===== src/rtl/string_move_unit_pkg.sv =====
`default_nettype none
// ============================================================================
// Module   : string_move_unit_pkg
// Brief    : Shared state encoding and step constants for the string mover.
// Revision : 1.0 - initial release
// ============================================================================
package string_move_unit_pkg;

    typedef enum logic [2:0] {
        IDLE   = 3'd0,
        READ   = 3'd1,
        WRITE  = 3'd2,
        UPDATE = 3'd3,
        DONE   = 3'd4
    } smu_state_t;

    localparam int STEP_BYTE = 1;
    localparam int STEP_WORD = 2;

endpackage
`default_nettype wire


===== src/rtl/string_move_unit_index_stepper.sv =====
`default_nettype none
// ============================================================================
// Module   : index_stepper
// Brief    : Combinational +/- element-size step of an index, modulo 2^WIDTH.
// Revision : 1.0 - initial release
// ============================================================================
module index_stepper
    import string_move_unit_pkg::*;
#(
    parameter int WIDTH = 16
) (
    input  logic [WIDTH-1:0] i_value,
    input  logic             i_dec,
    input  logic             i_word,
    output logic [WIDTH-1:0] o_value
);

    logic [WIDTH-1:0] w_step;

    assign w_step  = i_word ? WIDTH'(STEP_WORD) : WIDTH'(STEP_BYTE);
    assign o_value = i_dec ? (i_value - w_step) : (i_value + w_step);

endmodule
`default_nettype wire


===== src/rtl/string_move_unit.sv =====
`default_nettype none
// ============================================================================
// Module   : string_move_unit
// Brief    : REP MOVS sequencer: read at SI, write at DI, step indexes, count CX.
// Revision : 1.0 - initial release
// ============================================================================
module string_move_unit
    import string_move_unit_pkg::*;
#(
    parameter int WIDTH = 16
) (
    input  logic             CLK,
    input  logic             RST,
    input  logic             start,
    input  logic             rep,
    input  logic             df,
    input  logic             word,
    input  logic             intr,
    input  logic [WIDTH-1:0] si_in,
    input  logic [WIDTH-1:0] di_in,
    input  logic [WIDTH-1:0] cx_in,
    output logic [WIDTH-1:0] si_out,
    output logic [WIDTH-1:0] di_out,
    output logic [WIDTH-1:0] cx_out,
    output logic             si_we,
    output logic             di_we,
    output logic             cx_we,
    output logic             mem_req,
    output logic             mem_we,
    output logic             mem_byte,
    output logic [WIDTH-1:0] mem_addr,
    output logic [WIDTH-1:0] mem_wdata,
    input  logic [WIDTH-1:0] mem_rdata,
    input  logic             mem_ack,
    output logic             busy,
    output logic             done
);

    smu_state_t       r_state, w_state_nxt;
    logic [WIDTH-1:0] r_si, r_di, r_cx, r_data;
    logic [WIDTH-1:0] w_si_nxt, w_di_nxt, w_cx_nxt, w_data_nxt;
    logic             r_df, r_word, r_rep;
    logic             w_df_nxt, w_word_nxt, w_rep_nxt;
    logic [WIDTH-1:0] w_si_step, w_di_step, w_cap;

    logic [WIDTH-1:0] w_si_out_nxt, w_di_out_nxt, w_cx_out_nxt;
    logic [WIDTH-1:0] w_addr_nxt, w_wdata_nxt;
    logic             w_si_we_nxt, w_di_we_nxt, w_cx_we_nxt;
    logic             w_req_nxt, w_we_nxt, w_byte_nxt, w_busy_nxt, w_done_nxt;

    index_stepper #(.WIDTH(WIDTH)) u_si_step (
        .i_value (r_si),
        .i_dec   (r_df),
        .i_word  (r_word),
        .o_value (w_si_step)
    );

    index_stepper #(.WIDTH(WIDTH)) u_di_step (
        .i_value (r_di),
        .i_dec   (r_df),
        .i_word  (r_word),
        .o_value (w_di_step)
    );

    assign w_cap = r_word ? mem_rdata : {{(WIDTH-8){1'b0}}, mem_rdata[7:0]};

    // Every output is computed one cycle ahead and registered, so the
    // steppers run during the WRITE ack cycle and the results appear in UPDATE.
    always_comb begin
        w_state_nxt  = r_state;
        w_si_nxt     = r_si;
        w_di_nxt     = r_di;
        w_cx_nxt     = r_cx;
        w_data_nxt   = r_data;
        w_df_nxt     = r_df;
        w_word_nxt   = r_word;
        w_rep_nxt    = r_rep;
        w_si_out_nxt = si_out;
        w_di_out_nxt = di_out;
        w_cx_out_nxt = cx_out;
        w_si_we_nxt  = 1'b0;
        w_di_we_nxt  = 1'b0;
        w_cx_we_nxt  = 1'b0;
        w_req_nxt    = mem_req;
        w_we_nxt     = mem_we;
        w_byte_nxt   = mem_byte;
        w_addr_nxt   = mem_addr;
        w_wdata_nxt  = mem_wdata;
        w_done_nxt   = 1'b0;

        case (r_state)
            IDLE: begin
                if (start) begin
                    w_si_nxt   = si_in;
                    w_di_nxt   = di_in;
                    w_cx_nxt   = cx_in;
                    w_df_nxt   = df;
                    w_word_nxt = word;
                    w_rep_nxt  = rep;
                    if (rep && (cx_in == '0)) begin
                        w_state_nxt = DONE;
                        w_done_nxt  = 1'b1;
                    end else begin
                        w_state_nxt = READ;
                        w_req_nxt   = 1'b1;
                        w_we_nxt    = 1'b0;
                        w_byte_nxt  = ~word;
                        w_addr_nxt  = si_in;
                    end
                end
            end
            READ: begin
                if (mem_ack) begin
                    w_data_nxt  = w_cap;
                    w_state_nxt = WRITE;
                    w_we_nxt    = 1'b1;
                    w_addr_nxt  = r_di;
                    w_wdata_nxt = w_cap;
                end
            end
            WRITE: begin
                if (mem_ack) begin
                    w_state_nxt  = UPDATE;
                    w_req_nxt    = 1'b0;
                    w_we_nxt     = 1'b0;
                    w_si_nxt     = w_si_step;
                    w_di_nxt     = w_di_step;
                    w_si_out_nxt = w_si_step;
                    w_di_out_nxt = w_di_step;
                    w_si_we_nxt  = 1'b1;
                    w_di_we_nxt  = 1'b1;
                    if (r_rep) begin
                        w_cx_nxt     = r_cx - 1'b1;
                        w_cx_out_nxt = r_cx - 1'b1;
                        w_cx_we_nxt  = 1'b1;
                    end
                end
            end
            UPDATE: begin
                // r_cx already holds the decremented count here
                if (r_rep && (r_cx != '0) && !intr) begin
                    w_state_nxt = READ;
                    w_req_nxt   = 1'b1;
                    w_we_nxt    = 1'b0;
                    w_addr_nxt  = r_si;
                end else begin
                    w_state_nxt = DONE;
                    w_done_nxt  = 1'b1;
                end
            end
            DONE: begin
                w_state_nxt = IDLE;
            end
            default: begin
                w_state_nxt = IDLE;
                w_req_nxt   = 1'b0;
                w_we_nxt    = 1'b0;
            end
        endcase

        w_busy_nxt = (w_state_nxt != IDLE);
    end

    always_ff @(posedge CLK or posedge RST) begin
        if (RST) begin
            r_state   <= IDLE;
            r_si      <= '0;
            r_di      <= '0;
            r_cx      <= '0;
            r_data    <= '0;
            r_df      <= 1'b0;
            r_word    <= 1'b0;
            r_rep     <= 1'b0;
            si_out    <= '0;
            di_out    <= '0;
            cx_out    <= '0;
            si_we     <= 1'b0;
            di_we     <= 1'b0;
            cx_we     <= 1'b0;
            mem_req   <= 1'b0;
            mem_we    <= 1'b0;
            mem_byte  <= 1'b0;
            mem_addr  <= '0;
            mem_wdata <= '0;
            busy      <= 1'b0;
            done      <= 1'b0;
        end else begin
            r_state   <= w_state_nxt;
            r_si      <= w_si_nxt;
            r_di      <= w_di_nxt;
            r_cx      <= w_cx_nxt;
            r_data    <= w_data_nxt;
            r_df      <= w_df_nxt;
            r_word    <= w_word_nxt;
            r_rep     <= w_rep_nxt;
            si_out    <= w_si_out_nxt;
            di_out    <= w_di_out_nxt;
            cx_out    <= w_cx_out_nxt;
            si_we     <= w_si_we_nxt;
            di_we     <= w_di_we_nxt;
            cx_we     <= w_cx_we_nxt;
            mem_req   <= w_req_nxt;
            mem_we    <= w_we_nxt;
            mem_byte  <= w_byte_nxt;
            mem_addr  <= w_addr_nxt;
            mem_wdata <= w_wdata_nxt;
            busy      <= w_busy_nxt;
            done      <= w_done_nxt;
        end
    end

endmodule
`default_nettype wire


===== config.mk =====
export PLATFORM = sky130hd
export DESIGN_NAME = string_move_unit
export DESIGN_NICKNAME = d
export VERILOG_FILES = /design/src/rtl/string_move_unit_pkg.sv /design/src/rtl/string_move_unit_index_stepper.sv /design/src/rtl/string_move_unit.sv
export SDC_FILE = /design/constraint.sdc
export NUM_CORES = 1
export LEC_CHECK = 0
export ABC_AREA = 1
export CELL_PAD_IN_SITES_DETAIL_PLACEMENT = 1
export CELL_PAD_IN_SITES_GLOBAL_PLACEMENT = 2
export CORE_MARGIN = 2
export CORE_UTILIZATION = 25
export DETAILED_ROUTE_END_ITERATION = 8
export PLACE_DENSITY_LB_ADDON = 0.1
export SLEW_MARGIN = 40
export SYNTH_ARGS = -nofsm -noshare
export SYNTH_HDL_FRONTEND = slang
export SYNTH_SLANG_ARGS = --single-unit
export TNS_END_PERCENT = 30

===== constraint.sdc =====
create_clock -name CLK -period 5.24 [get_ports CLK]
set_input_delay 0.524 -clock CLK [delete_from_list [all_inputs] [get_ports CLK]]
set_output_delay 0.524 -clock CLK [all_outputs]
set_load 0.01 [all_outputs]

==> flow_metrics.env, run 1 <==
export IMPL_yosysSeqAreaShare_pct=42.85
export IMPL_postRouteAntennaNets=0
export IMPL_diodes=0
export IMPL_whs_ns=0.4720
export IMPL_grt_max_degree=97
export IMPL_synth_fa_ha_area_share_pct=4.711
export IMPL_hold_buffers=0
export IMPL_clk_path_buf_depth=2
export IMPL_die_h_microns=185.5
export IMPL_finalHoldViolations=0
export IMPL_fmax_ghz=0.3198
export IMPL_worst_pin_slew_ns=0.7631
export IMPL_rsz0062_at_grt="no"
export IMPL_p_clk_share_pct=15.3
export IMPL_layout_nets=1369
export IMPL_yosys_area_share_simple_pct=29.46
export IMPL_mappedNetlistArea_sq_um=8234
export IMPL_num_rows=66
export IMPL_arrival_ns=3.43
export IMPL_worstSetupPathType="register to register"
export IMPL_slew_viol_final=0
export IMPL_final_setup_worst_slack_ns=2.113
export IMPL_crit_required_ns=5.55
export IMPL_antenna_found_initial=0
export IMPL_syn2layout_area_growth_pct=31.30
export IMPL_wl_microns=28890
export IMPL_dr_first_iter_drc_count=368
export IMPL_tritoncts="yes"
export IMPL_synth_nets=1224
export IMPL_via_per_inst=4.472
export IMPL_placed_cells=1689
export IMPL_boundaryPins=160
export IMPL_ctsRootBufferMaster="clkbuf_16"
export IMPL_clock_sinks=141
export IMPL_switching_share_pct=48.32
export IMPL_grt_util_all_layers_pct=17.37
export IMPL_ys_ff_latch=141
export IMPL_cp_max_fo=43
export IMPL_status="complete, no violations"
export IMPL_ys_flop_type="dfrtp_1"
export IMPL_synth_top_family_by_area="simple AND/OR/NAND/NOR gates"
export IMPL_pwr_share_seq_pct=25.7
export IMPL_p_sw_mw=3.808
export IMPL_period_share_pct=59.67
export IMPL_clk_pin_slew_ns=0.07
export IMPL_hold_class="register to register"
export IMPL_fin_crit_ns=3.127
export IMPL_design_core_area_sq_um=32450
export IMPL_max_slew_margin_pct=48.95
export IMPL_grt_pass1_vias=8036
export IMPL_pre_cts_ws_ns=1.662
export IMPL_skew_ns=0.01077
export IMPL_setup_violations=0
export IMPL_synthXorXnorAreaFrac_pct=2.340
export IMPL_initial_utilization_pct=25.37
export IMPL_min_from="cx_out[3]"
export IMPL_synth_cells=1121
export IMPL_fin_setup_tns_ns=0
export IMPL_grt_first_pass_wirelength_microns=45700
export IMPL_port_buffers=159
export IMPL_remaining_drc_errors=0
export IMPL_insertion_delay_ns=0.43
export IMPL_wl_per_cell_microns=16.79
export IMPL_leakagePower_nw=5.272
export IMPL_yosysWarnings=0
export IMPL_p_int_mw=4.073
export IMPL_cts_buffers=17
export IMPL_critPathLaunchType="register"
export IMPL_firstDrtPassIters=4
export IMPL_startpoint="r_state[0]"
export IMPL_htreeDepth=4
export IMPL_worst_r2r_startpoint="r_state[0]"
export IMPL_maxCapViolations=0
export IMPL_fin_cells=1721
export IMPL_p_total_mw=7.881
export IMPL_synth_compound_area_share_pct=12.95
export IMPL_vias=7696
export IMPL_max_vdd_ir_drop_v=0.0002312
export IMPL_endpoint_kind="register"
export IMPL_drive_above_1_share_pct=5.004
export IMPL_synth_avg_cell_area_sq_um=7.345
export IMPL_grt_overflow=0
export IMPL_power_density_nw_per_um2=729.0
export IMPL_comb_power_share_pct=59.0
export IMPL_dp_hpwl_microns=21190
export IMPL_cts_setup_buffers=0
export IMPL_die_x_microns=185.5
export IMPL_async_reset_ff_share_pct=100.0
export IMPL_synth_edf_count=0
export IMPL_yosysUniqueCellTypes=41
export IMPL_routabilityCongestion=0.7812
export IMPL_dieArea_sq_um=34400
export IMPL_ctsResizeCount=0
export IMPL_synthMuxAreaShare_pct=0.1368
[stage by stage]
step / area [sq um] / utilization, %
floorplan: 8234 / -
global placement: 10220 / 31.50
detailed placement: 10240 / 31.56
CTS: 10810 / 33.31
global route: 10810 / 33.31
finish: 10810 / 33.31
[per-layer routing]
metal | global-route usage [%] | vias up | routed length (microns)
met3 | 2.837 | 9 | 1213
met1 | 24.02 | 3630 | 14080
met5 | 0 | - | 0
met4 | 3.238 | 0 | 177
met2 | 28.73 | 146 | 13420
li1 | - | 3911 | -
[cell usage after synthesis, types with 2 or more instances]
| library cell | n | share of area (%) |
|---|---|---|
| ha_1 | 31 | 4.7 |
| nor2_8 | 2 | 0.49 |
| buf_2 | 18 | 1.1 |
| a31oi_1 | 13 | 0.99 |
| xor2_1 | 18 | 1.9 |
| xnor2_1 | 4 | 0.43 |
| o211ai_1 | 17 | 1.5 |
| inv_1 | 103 | 4.7 |
| nor2_1 | 80 | 3.6 |
| inv_2 | 10 | 0.46 |
| nand2_2 | 4 | 0.30 |
| o21ai_1 | 27 | 1.6 |
| a221oi_1 | 3 | 0.32 |
| o22ai_1 | 4 | 0.30 |
| buf_1 | 2 | 0.091 |
| o21bai_1 | 9 | 0.82 |
| o21ai_0 | 63 | 3.8 |
| nand2_4 | 2 | 0.27 |
| nor2_4 | 2 | 0.27 |
| nand4_1 | 7 | 0.53 |
| nand3_1 | 70 | 4.3 |
| nand2_1 | 401 | 18 |
| clkbuf_1 | 11 | 0.50 |
| nor3_1 | 9 | 0.55 |
| buf_4 | 4 | 0.36 |
| nor2_2 | 4 | 0.30 |
| dfrtp_1 | 141 | 43 |
| a21o_1 | 4 | 0.36 |
| a21oi_1 | 45 | 2.7 |
| buf_6 | 2 | 0.27 |
[area by class of cell]
cell class              count  area [sq um]
repair buffers            163          1625
well taps                 442         553.0
multi-input cells         829          4098
clock inverters            10         105.1
flip-flops and latches    141          3528
fillers                  3985         21640
clock buffers              22         464.2
inverters                 114         437.9
[worst max-delay path, stage by stage (launching register included)]
cell and delay [ns]:
dfrtp_1 0.43, nor2_4 0.15, nand2_4 0.23, nor2_8 0.47, inv_4 0.33, nand2_2 0.66, inv_2 0.45, nand2_1 0.15
o21ai_1 0.07
[cell families (layout without fill, tap and decap cells)]
kind of cell,after synthesis,in the layout
and+or+nand+nor,587,587
AOI/OAI and AO/OA,188,188
xor gates and xnor gates,22,22
buffers and inverters,151,309
DFF,141,141
muxes,1,1
adders and majority gates,31,31
[worst paths after layout]
path | end | slack [ns] | cells after the start
max reg2reg | r_si[6] | 2.11 | 8
min reg2reg | cx_out[3] | 0.47 | 2
min | cx_out[3] | 0.47 | 2
min in group asynchronous | mem_wdata[5] | 0.62 | 2
max | r_si[6] | 2.11 | 8
max in group asynchronous | mem_addr[10] | 3.73 | 3
[cell usage in the layout, fill, tap and decap left out, types with 2 or more instances in the layout]
cell / synthesis / routed
nand2_2: 4 / 4
inv_6: 0 / 3
clkbuf_16: 0 / 17
a21oi_1: 45 / 45
nor2_1: 80 / 80
dfrtp_1: 141 / 141
o211ai_1: 17 / 17
nand2_1: 401 / 401
nand2_4: 2 / 2
o21ai_0: 63 / 63
ha_1: 31 / 31
xor2_1: 18 / 18
nand4_1: 7 / 7
clkbuf_1: 11 / 3
nor2_8: 2 / 2
o21ai_1: 27 / 27
clkbuf_8: 0 / 2
xnor2_1: 4 / 4
clkinv_4: 0 / 3
o22ai_1: 4 / 4
inv_1: 103 / 102
a31oi_1: 13 / 13
inv_2: 10 / 10
a21o_1: 4 / 4
buf_4: 4 / 3
nor2_2: 4 / 3
a221oi_1: 3 / 3
clkdlybuf4s50_1: 0 / 159
nor3_1: 9 / 9
clkinvlp_4: 0 / 3
o21bai_1: 9 / 9
nand3_1: 70 / 70
nor2_4: 2 / 3
[registers in the layout (all words and copies together) (netlist names)]
name	cells
done	1
mem_we	1
r_df	1
di_out	16
r_di	16
si_out	16
mem_req	1
r_state	3
busy	1
cx_out	16
r_cx	16
r_word	1
mem_wdata	16
r_si	16
mem_addr	16
di_we	1
r_rep	1
mem_byte	1
cx_we	1
[power groups by stage]
| stage | logic [mW] | registers, mW | clock network [mW] |
|---|---|---|---|
| 2_1_floorplan | 2.92 | 2.09 | 0 |
| 3_3_place_gp | 4.69 | 2.05 | 0 |
| 3_5_place_dp | 4.74 | 2.05 | 0 |
| 4_1_cts | 4.77 | 2.04 | 1.25 |
| 5_1_grt | 5.35 | 2.10 | 1.29 |
| 6_report | 4.65 | 2.03 | 1.21 |
Note: power is estimated with default switching activity, not from simulation.
==> run 2, diff against run 1 <==
==> constraint.sdc (replaced) <==
create_clock -name CLK -period 3.16 [get_ports CLK]
set_input_delay 0.316 -clock CLK [delete_from_list [all_inputs] [get_ports CLK]]
set_output_delay 0.316 -clock CLK [all_outputs]
set_load 0.01 [all_outputs]
==> run 2 against run 1 <==
  * Critical path depth rose by 6
  * Wire length up 1.3%
  * Fmax grew 24%
  * Core utilization grew 0.29 points
  * Clock-buffer cell count rose by 3
  * First-iteration DRC count shrank 11%
  * Final cell count up 0.52%
  * Hold slack got worse by 0.22 ns
  * Sequential cell count is the same
  * Combinational power up 67%
  * Critical path type unchanged
  * Critical endpoint is now r_si[10]
  * Highest routed layer unchanged
==> flow_metrics.env, run 2 (same netlist as run 1, synthesis figures left out) <==
export IMPL_htreeDepth=4
export IMPL_nFillCells=3945
export IMPL_endpoint_kind="register"
export IMPL_power_density_nw_per_um2=1204
export IMPL_placed_area_sq_um=10360
export IMPL_period_share_pct=79.69
export IMPL_wl_microns=29270
export IMPL_dieArea_sq_um=34400
export IMPL_grt_overflow=0
export IMPL_vias=7803
export IMPL_firstDrtPassIters=4
export IMPL_insertion_delay_ns=0.44
export IMPL_clk_pin_slew_ns=0.06
export IMPL_grt_max_degree=79
export IMPL_critPathLaunchType="register"
export IMPL_routabilityCongestion=0.8091
export IMPL_design_core_area_sq_um=32450
export IMPL_port_buffers=159
export IMPL_fmax_ghz=0.3971
export IMPL_tritoncts="yes"
export IMPL_remaining_drc_errors=0
export IMPL_dp_hpwl_microns=21840
export IMPL_slew_viol_final=0
export IMPL_grt_pass1_vias=8410
export IMPL_syn2layout_area_growth_pct=32.43
export IMPL_diodes=0
export IMPL_status="complete, no violations"
export IMPL_clk_path_buf_depth=2
export IMPL_maxCapViolations=0
export IMPL_hold_class="input port to asynchronous set/reset pin"
export IMPL_ctsResizeCount=0
export IMPL_die_x_microns=185.5
export IMPL_fin_crit_ns=2.518
export IMPL_rsz0062_at_grt="no"
export IMPL_cts_buffers=17
export IMPL_crit_required_ns=3.49
export IMPL_max_slew_margin_pct=56.09
export IMPL_ctsRootBufferMaster="clkbuf_16"
export IMPL_layout_nets=1379
export IMPL_wl_per_cell_microns=16.92
export IMPL_skew_ns=0.007318
export IMPL_max_vdd_ir_drop_v=0.0004132
export IMPL_num_rows=66
export IMPL_antenna_found_initial=0
export IMPL_worst_pin_slew_ns=0.6587
export IMPL_boundaryPins=160
export IMPL_grt_first_pass_wirelength_microns=46820
export IMPL_pre_cts_ws_ns=0.6953
export IMPL_final_common_cell="nand2_1"
export IMPL_postRouteAntennaNets=0
export IMPL_fin_setup_tns_ns=0
export IMPL_via_per_inst=4.510
export IMPL_cp_max_fo=13
export IMPL_dr_first_iter_drc_count=328
export IMPL_cts_setup_buffers=0
export IMPL_grt_util_all_layers_pct=17.89
export IMPL_die_h_microns=185.5
export IMPL_finalHoldViolations=0
export IMPL_hold_buffers=0
export IMPL_clock_sinks=141
export IMPL_arrival_ns=2.85
export IMPL_setup_violations=0
export IMPL_leakagePower_nw=5.322
export IMPL_layout_common_cells="nand2_1 (401), clkdlybuf4s50_1 (159), dfrtp_1 (141)"
export IMPL_final_setup_worst_slack_ns=0.6417
export IMPL_drive_above_1_share_pct=5.435
export IMPL_fin_area_sq_um=10900
export IMPL_worstSetupPathType="register to register"
export IMPL_initial_utilization_pct=25.37
-- run 2: cell types whose count changed in the layout (fill, tap and decap cells not counted), sizes merged --
cell      before  now
inv          117  113
clkinv         3    2
clkinvlp       3    4
buf            4   14
clkbuf        22   25
-- run 2: where the power goes --
| part | switching (mW) | internal [mW] | leakage (nW) |
|---|---|---|---|
| clock | 0.817 | 1.12 | 0.253 |
| sequential | 0.728 | 2.69 | 1.74 |
| combinational | 4.77 | 3.00 | 3.33 |
-- run 2: layer usage --
layer	GRT usage (%)	vias up	share of wire [%]
li1	-	3921	-
met1	24.27	3717	49
met2	29.10	144	45
met3	3.326	21	4.1
met4	4.889	0	1.4
met5	0	-	0
-- run 2: cell type report --
| type | instances | area [sq um] | share of cell area (%) |
|---|---|---|---|
| tap | 442 | 553.0 | 5.072 |
| inverter | 114 | 434.2 | 3.982 |
| sequential | 141 | 3528 | 32.36 |
| multi-input combinational | 829 | 4093 | 37.53 |
| timing repair buffer | 173 | 1758 | 16.12 |
| clock inverter | 6 | 62.56 | 0.5737 |
| clock buffer | 25 | 475.5 | 4.360 |
-- run 2: worst paths after layout --
check                                to    startpoint  slack (ns)  depth (start not counted)
max                            r_si[10]          r_df        0.64                         14
min                          cx_out[13]           RST        0.25                          2
max reg2reg                    r_si[10]          r_df        0.64                         14
min reg2reg                mem_wdata[5]  mem_wdata[5]        0.47                          2
max in group asynchronous    cx_out[12]           RST        2.08                          4
min in group CLK           mem_wdata[1]  mem_rdata[1]        0.43                          3
-- run 2: per-stage QoR --
stage	total power, mW	cells	utilization [%]	hold slack (ns)
6_report	13.13	1730	33.60	0.2545
5_1_grt	14.55	1730	33.60	0.2691
4_1_cts	13.42	1730	33.57	0.2486
3_5_place_dp	11.38	1699	31.91	0.4589
3_3_place_gp	11.31	1698	31.82	0.4527
2_1_floorplan	8.321	1121	-	0.4130
-- run 2: critical path, stage by stage, from the launching register on --
cell,delay [ns]
dfrtp_1,0.75
nand3_1,0.23
nand2_1,0.11
inv_1,0.04
ha_1,0.18
inv_1,0.05
nand2_1,0.12
nand2_1,0.10
nand2_1,0.12
a21oi_1,0.32
inv_1,0.07
nand2_1,0.08
nand3_1,0.07
nand2_1,0.09
nand2_1,0.05
==> run 3, diff against run 2 <==
==> constraint.sdc (replaced) <==
create_clock -name CLK -period 2.22 [get_ports CLK]
set_input_delay 0.222 -clock CLK [delete_from_list [all_inputs] [get_ports CLK]]
set_output_delay 0.222 -clock CLK [all_outputs]
set_load 0.01 [all_outputs]
==> run 3 against run 2 <==
  * Register-to-register slack worse by 0.50 ns
  * Clock power is 55% higher
  * Via count is 1.1% higher
  * Final cell count is 1.2% higher
  * Total power is 53% higher
  * Critical path type unchanged
  * Largest cell class unchanged
  * Highest routed layer unchanged
==> flow_metrics.env, run 3 (same netlist as run 1, synthesis figures left out) <==
export IMPL_status="complete, no violations"
export IMPL_grt_overflow=0
export IMPL_ff2ff_setup_slack_ns=0.14
export IMPL_drive_above_1_share_pct=10.17
export IMPL_critPathMostFrequentCell="nand2_1"
export IMPL_switching_share_pct=47.27
export IMPL_grt_max_degree=66
export IMPL_rsz0062_at_grt="yes"
export IMPL_slew_viol_final=0
export IMPL_arrival_ns=2.41
export IMPL_grt_first_pass_wirelength_microns=47000
export IMPL_dieArea_sq_um=34400
export IMPL_firstDrtPassIters=6
export IMPL_startpoint="r_df"
export IMPL_port_buffers=159
export IMPL_period_share_pct=93.58
export IMPL_tritoncts="yes"
export IMPL_critPathLaunchType="register"
export IMPL_grt_pass1_vias=8432
export IMPL_fin_cells=1750
export IMPL_whs_ns=0.2703
export IMPL_rr_worst_depth=12
export IMPL_dp_hpwl_microns=22170
export IMPL_num_rows=66
export IMPL_max_vdd_ir_drop_v=0.0006777
export IMPL_r2r_end="r_si[10]"
export IMPL_placed_cells=1716
export IMPL_dr_first_iter_drc_count=324
export IMPL_p_int_mw=10.56
export IMPL_htreeDepth=4
export IMPL_vias=7885
export IMPL_setup_violations=0
export IMPL_antenna_found_initial=0
export IMPL_p_sw_mw=9.463
export IMPL_ctsRootBufferMaster="clkbuf_16"
export IMPL_fin_crit_ns=2.077
export IMPL_cp_max_fo=20
export IMPL_final_setup_worst_slack_ns=0.1426
export IMPL_pwr_share_seq_pct=24.0
export IMPL_initial_utilization_pct=25.37
export IMPL_routabilityCongestion=0.8022
export IMPL_worst_pin_slew_ns=0.5994
export IMPL_die_h_microns=185.5
export IMPL_leakagePower_nw=5.465
export IMPL_wl_per_cell_microns=17.05
export IMPL_p_clk_share_pct=15.0
export IMPL_clock_sinks=141
export IMPL_max_slew_margin_pct=59.98
export IMPL_insertion_delay_ns=0.45
export IMPL_final_common_cell="nand2_1"
export IMPL_boundaryPins=160
export IMPL_clk_path_buf_depth=2
export IMPL_design_core_area_sq_um=32450
export IMPL_endpoint_kind="register"
export IMPL_finalHoldViolations=0
export IMPL_slowest_delay_ns=0.39
export IMPL_hold_buffers=0
export IMPL_grt_util_all_layers_pct=17.95
export IMPL_pre_cts_ws_ns=-0.02296
export IMPL_layout_common_cells="nand2_1 (387), clkdlybuf4s50_1 (159), dfrtp_1 (141)"
export IMPL_die_x_microns=185.5
export IMPL_wl_microns=29840
export IMPL_hold_class="input port to asynchronous set/reset pin"
export IMPL_worstSetupPathType="register to register"
export IMPL_cp_slowest_cell="dfrtp_1"
export IMPL_diodes=0
export IMPL_maxCapViolations=0
export IMPL_clk_pin_slew_ns=0.07
export IMPL_syn2layout_area_growth_pct=37.59
export IMPL_worst_r2r_startpoint="r_df"
export IMPL_crit_required_ns=2.55
export IMPL_via_per_inst=4.506
export IMPL_remaining_drc_errors=0
export IMPL_power_density_nw_per_um2=1767
export IMPL_comb_power_share_pct=61.0
export IMPL_cts_buffers=17
export IMPL_fmax_ghz=0.4814
export IMPL_layout_nets=1398
export IMPL_skew_ns=0.01099
export IMPL_path_cells="buf_12, ha_1, a21oi_1, nor2_1, nor2_1, nand2_4, a21oi_2, inv_1, nand2_1, nand3_1, nand2_1, nand2_1"
export IMPL_postRouteAntennaNets=0
## run 3: changes by cell type in the layout (fill, tap and decap cells not counted), moves of 4 or more
cell and delta:
a21oi_1 -6, a21oi_2 +6, buf_12 +5, buf_4 +15
clkbuf_1 -4, ha_1 -8, ha_2 +4, ha_4 +4
nand2_1 -14, nand2_2 +13
## run 3: metrics by stage
step                      total power [mW]  util [%]  setup TNS, ns  cell area, sq um
after floorplan                      11.84         -        -0.1155              8238
final                                20.02     34.91              0             11330
after CTS                            19.85     34.32              0             11140
after global placement               16.55     32.43              0             10520
after detailed placement             16.64     32.43       -0.02296             10520
after global routing                 22.05     34.91       -0.09756             11330
## run 3: worst max path at each step
stage / end / slack [ns]
floorplan: r_di[8] / -0.03
global placement: r_si[15] / 0.004
detailed placement: r_si[15] / -0.02
CTS: r_si[9] / 0.006
global route: r_si[15] / -0.05
finish: r_si[10] / 0.14
## run 3: cell type report
cell class | count | area [sq um]
Fill cell | 3946 | 21120
Multi-Input combinational cell | 829 | 4267
Sequential cell | 141 | 3528
Timing Repair Buffer | 192 | 1947
Tap cell | 442 | 553.0
Clock buffer | 23 | 488.0
Inverter | 114 | 436.7
Clock inverter | 9 | 110.1
## run 3: power groups by stage
| stage | Sequential (mW) | Combinational, mW | Clock [mW] |
|---|---|---|---|
| 2_1_floorplan | 4.94 | 6.90 | 0 |
| 3_3_place_gp | 4.86 | 11.7 | 0 |
| 3_5_place_dp | 4.85 | 11.8 | 0 |
| 4_1_cts | 4.83 | 11.9 | 3.11 |
| 5_1_grt | 4.98 | 13.9 | 3.21 |
| 6_report | 4.81 | 12.2 | 3.00 |
## run 3: what timing repair did
| action | in CTS | in global routing |
|---|---|---|
| resized for setup | 2 | 43 |
| pin swaps | 0 | 4 |
| setup endpoints to repair | 3 | 32 |
| setup buffers | 0 | 2 |
## run 3: worst max-delay path: cells and delay by family, from the launching register on
| kind | cells | cell delay (ns) |
|---|---|---|
| AND/OR/NAND/NOR | 7 | 0.61 |
| AO/OA/AOI/OAI | 2 | 0.41 |
| flip-flops | 1 | 0.39 |
| buffers and inverters | 2 | 0.22 |
| adder cells (fa/ha/maj) | 1 | 0.33 |
## run 3: metal layers
layer  vias up  track usage, %  routed length (microns)
met5         -               0                        0
met4         0           5.778                      637
met3        35           2.680                      961
met2       143           30.46                    14020
met1      3751           23.41                    14220
li1       3956               -                        -
